<file path="src/rtl/cla_pipe_adder.sv">
// rtl/cla_pipe_adder.sv - pipelined carry-lookahead adder/subtractor, one lookahead group per stage
module cla_pipe_adder #(
  parameter int WIDTH = 8,
  parameter int GROUP = 2
) (
  input  logic             clk,
  input  logic             rst,
  input  logic             in_valid,
  output logic             in_ready,
  input  logic [WIDTH-1:0] a,
  input  logic [WIDTH-1:0] b,
  input  logic             ci,
  input  logic             sub,
  output logic             out_valid,
  input  logic             out_ready,
  output logic [WIDTH-1:0] s,
  output logic             cout,
  output logic             ovf
);

  localparam int STAGES = WIDTH / GROUP;

  // Lookahead add of one group: returns {carry into group MSB, group carry out, group sum}.
  // Every carry is a flat sum-of-products of g/p and the group carry-in, never rippled.
  function automatic logic [GROUP+1:0] group_add(input logic [GROUP-1:0] x,
                                                 input logic [GROUP-1:0] y,
                                                 input logic             cin);
    logic [GROUP-1:0] g;
    logic [GROUP-1:0] p;
    logic [GROUP:0]   c;
    logic             t;
    g    = x & y;
    p    = x ^ y;
    c    = '0;
    c[0] = cin;
    for (int i = 1; i <= GROUP; i++) begin
      t = cin;
      for (int m = 0; m < i; m++) t = t & p[m];
      c[i] = t;
      for (int j = 0; j < i; j++) begin
        t = g[j];
        for (int m = j + 1; m < i; m++) t = t & p[m];
        c[i] = c[i] | t;
      end
    end
    return {c[GROUP-1], c[GROUP], p ^ c[GROUP-1:0]};
  endfunction

  // Per-stage registers: accumulated sum bits, group carry out, operands travelling
  // alongside so the upper groups see the operand pair issued with them.
  logic [WIDTH-1:0] sum_q [STAGES];
  logic [WIDTH-1:0] a_q   [STAGES];
  logic [WIDTH-1:0] b_q   [STAGES];
  logic             c_q   [STAGES];
  logic             v_q   [STAGES];
  logic             ovf_q;

  logic [WIDTH-1:0] sum_n [STAGES];
  logic             c_n   [STAGES];
  logic [GROUP+1:0] grp   [STAGES];
  logic             ovf_n;
  logic [WIDTH-1:0] b_eff;
  logic             cin0;
  logic             adv;
  logic             unused_operands;

  assign b_eff = sub ? ~b : b;
  assign cin0  = sub | ci;

  assign out_valid = v_q[STAGES-1];
  assign s         = sum_q[STAGES-1];
  assign cout      = c_q[STAGES-1];
  assign ovf       = ovf_q;
  assign adv       = out_ready | ~out_valid;
  assign in_ready  = adv;

  // Operands held in the last stage have no further group to feed.
  assign unused_operands = ^{a_q[STAGES-1], b_q[STAGES-1]};

  // Next-state of each stage: add its own group on top of the predecessor's partial sum.
  always_comb begin
    for (int k = 0; k < STAGES; k++) begin
      grp[k]   = '0;
      sum_n[k] = '0;
      c_n[k]   = 1'b0;
    end
    grp[0]                = group_add(a[0 +: GROUP], b_eff[0 +: GROUP], cin0);
    sum_n[0][0 +: GROUP]  = grp[0][GROUP-1:0];
    c_n[0]                = grp[0][GROUP];
    for (int k = 1; k < STAGES; k++) begin
      grp[k]                   = group_add(a_q[k-1][k*GROUP +: GROUP],
                                           b_q[k-1][k*GROUP +: GROUP], c_q[k-1]);
      sum_n[k]                 = sum_q[k-1];
      sum_n[k][k*GROUP +: GROUP] = grp[k][GROUP-1:0];
      c_n[k]                   = grp[k][GROUP];
    end
    ovf_n = grp[STAGES-1][GROUP+1] ^ grp[STAGES-1][GROUP];
  end

  // Whole pipe advances together or holds together; reset empties it.
  always_ff @(posedge clk) begin
    if (rst) begin
      for (int k = 0; k < STAGES; k++) begin
        sum_q[k] <= '0;
        a_q[k]   <= '0;
        b_q[k]   <= '0;
        c_q[k]   <= 1'b0;
        v_q[k]   <= 1'b0;
      end
      ovf_q <= 1'b0;
    end else if (adv) begin
      v_q[0]   <= in_valid;
      a_q[0]   <= a;
      b_q[0]   <= b_eff;
      sum_q[0] <= sum_n[0];
      c_q[0]   <= c_n[0];
      for (int k = 1; k < STAGES; k++) begin
        v_q[k]   <= v_q[k-1];
        a_q[k]   <= a_q[k-1];
        b_q[k]   <= b_q[k-1];
        sum_q[k] <= sum_n[k];
        c_q[k]   <= c_n[k];
      end
      ovf_q <= ovf_n;
    end
  end

endmodule

</file>
<file path="config.mk">
export PLATFORM = sky130hd
export DESIGN_NAME = cla_pipe_adder
export DESIGN_NICKNAME = d
export VERILOG_FILES = /design/src/rtl/cla_pipe_adder.sv
export SDC_FILE = /design/constraint.sdc
export NUM_CORES = 1
export LEC_CHECK = 0
export BUFFER_PORTS_ARGS = -buffer_cell sky130_fd_sc_hd__buf_4
export CAP_MARGIN = 40
export CORE_UTILIZATION = 40
export DETAILED_ROUTE_END_ITERATION = 10
export PLACE_DENSITY = 0.58
export SYNTH_ARGS = -nofsm -noshare
export SYNTH_HDL_FRONTEND = slang
export SYNTH_SLANG_ARGS = --single-unit
</file>
<file path="constraint.sdc">
create_clock -name clk -period 3.6 [get_ports clk]
set_clock_uncertainty 0.15 [all_clocks]
set_input_delay 0.36 -clock clk [delete_from_list [all_inputs] [get_ports clk]]
set_output_delay 0.36 -clock clk [all_outputs]
set_load 0.02 [all_outputs]
</file>
==> impl_metrics.csv <==
group,metric,value,unit
run_status,run_status,"finished clean",
job,maxCapViolations,0,
floorplan,io_pins,34,
clock_tree,htree_levels,2,
timing,fin_crit,1.88,ns
yosys,synth.area.top_cells,"edfxtp_1 66%, and2_1 9.8%, ha_1 6.3%",
final_layout,n_antenna_cell,0,
timing,rsz0062_at_grt,"no",
detailed_routing,postRouteAntennaNets,0,
clock_tree,cts_buffers,5,
hold_path,hold_path.class,"in -> reg",
worst_setup_path,cp-end-kind,"flop",
yosys,avgSynthCellArea,14.8,um2
yosys,synthFlopType,"edfxtp_1",
final_layout,syn2layout_area_growth,19.8,%
clock_tree,cts.sinks,53,
timing,worst_slack,1.72,ns
placed_design,post_dp_cell_area,2710,um2
floorplan,die_h,79.0,um
final_layout,multi_input_area,744,um2
global_routing,grt_usage,10.9,%
detailed_routing,wl_per_cell,11.4,um
detailed_routing,drc_errors,0,
yosys,synth_top_area_cell,"edfxtp_1",
global_routing,grt_pass1_wl,5030,um
final_layout,regArea,1580,um2
clock_tree,post_cts_buffers,0,
yosys,synthesis.nets,198,
floorplan,coreArea,5610,um2
timing,fin_crit_sh,52.1,%
final_layout,n_fill_cell,489,
worst_setup_path,path_max_fanout,2,
yosys,ys_seq_area_share,66.6,%
floorplan,dieArea,6250,um2
worst_setup_path,cp-start-kind,"flop",
pwr,p_per_area,459,nW/um2
yosys,yosys_warnings,0,
global_routing,antenna_found_initial,0,
yosys,netlist_top_cells_count,"52 x edfxtp_1, 37 x and2_1, 13 x nor2_1",
worst_setup_path,worstPathRequired,3.68,ns
floorplan,initial_core_util,42.3,%
clock_tree,cts-root-buf,"clkbuf_8",
pwr,leakage,0.00124,uW
global_routing,grt_overflow,0,
yosys,synth.most_common_cell,"edfxtp_1",
yosys,synth_area,2370,um2
clock_tree,ctsResizeCount,0,
floorplan,placementRows,27,
clock_tree,hold_buffers,0,
floorplan,die_w,79.0,um
yosys,synth-edff-count,52,
clock_tree,cts.path.max_buffers,2,
detailed_routing,routed_wl,3070,um
yosys,synth.distinct_cells,23,
final_layout,post-route-cell-area,2840,um2
clock_tree,cts_tree,"built",
yosys,synth_top_area_share,65.8,%
timing,maxSlewHeadroom,58.9,%
final_layout,fin_nets,234,
timing,setup_violations,0,
detailed_routing,via_count,1209,
clock_tree,clk_pin_slew,0.09,ns
timing,hold_ws,0.180,ns
detailed_routing,vias_per_cell,4.49,
timing,worst-slew-pin-transition,0.615,ns
detailed_routing,first_pass_iters,4,
timing,drv_slew,0,
worst_setup_path,cp.arrival,1.96,ns
yosys,ys_seq_elements,53,
placed_design,dpl_worst_slack,1.69,ns
placed_design,dp_hpwl,2120,um
yosys,async_flop_share,0,%
final_layout,drive_above_1_share,24.9,%
worst_setup_path,path_class,"reg -> reg",
yosys,syn_inst,160,
clock_tree,clk_latency,0.30,ns
timing,hold_viol_final,0,
detailed_routing,drtIter0Drc,63,
timing,max_freq,533,MHz
placed_design,gp_congestion,0.659,
global_routing,grt_start_max_net_pins,38,
global_routing,grt_pass1_vias,1185,
placed_design,port_buffers,33,
timing,fin_setup_tns,0,ns
pwr,peakVddDrop,0.000166,V
-- cells in the final DEF, fill, tap and decap left out, types with 3 or more instances in the layout --
cell	n
nor2_1	13
o21ai_0	3
xor2_1	3
clkbuf_8	5
xnor2_1	9
fa_1	4
inv_1	7
edfxtp_1	52
ha_1	12
buf_4	33
and2_1	37
a21oi_1	3
-- power by group --
part | switching, uW | total, uW | leakage (uW) | internal [uW]
registers | 13.0 | 736 | 0.000626 | 723
clock network | 180 | 456 | 0.0000681 | 276
logic | 54.2 | 114 | 0.000550 | 60.0
-- routing by layer --
metal	vias up	share of wire, %	global-route usage, %
li1	613	-	-
met1	557	42	11.3
met5	-	0	0
met2	33	50	19.3
met3	6	4.9	3.22
met4	0	2.5	6.55
-- path summary, 6_finish.rpt --
| check | from | end | depth (start not counted) | slack [ns] |
|---|---|---|---|---|
| setup / recovery | a_q[0][22] | ovf | 5 | 1.72 |
| hold / removal | a[2] | a_q[0][2] | 2 | 0.18 |
| setup reg to reg | a_q[0][22] | ovf | 5 | 1.72 |
| hold reg to reg | a_q[0][14] | a_q[0][22] | 1 | 0.37 |
-- stage by stage --
stage          instances  power, uW  utilization, %
2_1_floorplan        160        822               -
3_3_place_gp         260        860            48.0
3_5_place_dp         261        868            48.3
4_1_cts              269       1320            50.7
5_1_grt              269       1360            50.7
6_report             269       1310            50.7
-- cell type report --
type,instances,area share [%]
sequential,53,55.6
clock inverter,3,2.29
clock buffer,5,2.42
multi-input combinational,95,26.2
tap,72,3.17
timing repair buffer,34,9.41
inverter,7,0.924
-- flip-flops by register name, indices dropped and copies added, names as in the netlist --
register  count
v_q           4
ovf           1
b_q          12
sum_q        20
a_q          12
c_q           4
-- worst max-delay path: stages, from the launching register on --
cell and delay, ns:
edfxtp_1 0.42, ha_1 0.32, ha_1 0.19, o21a_1 0.18, or4_4 0.48, o211ai_2 0.08
-- cell families after synthesis --
kind of cell	share of synthesized area [%]
AOI/OAI and AO/OA	2.11
xor gates and xnor gates	4.43
adders and majority gates	9.70
buffers and inverters	2.11
DFF	66.6
and+or+nand+nor	15.0
Power figures use the tool's default switching activity.
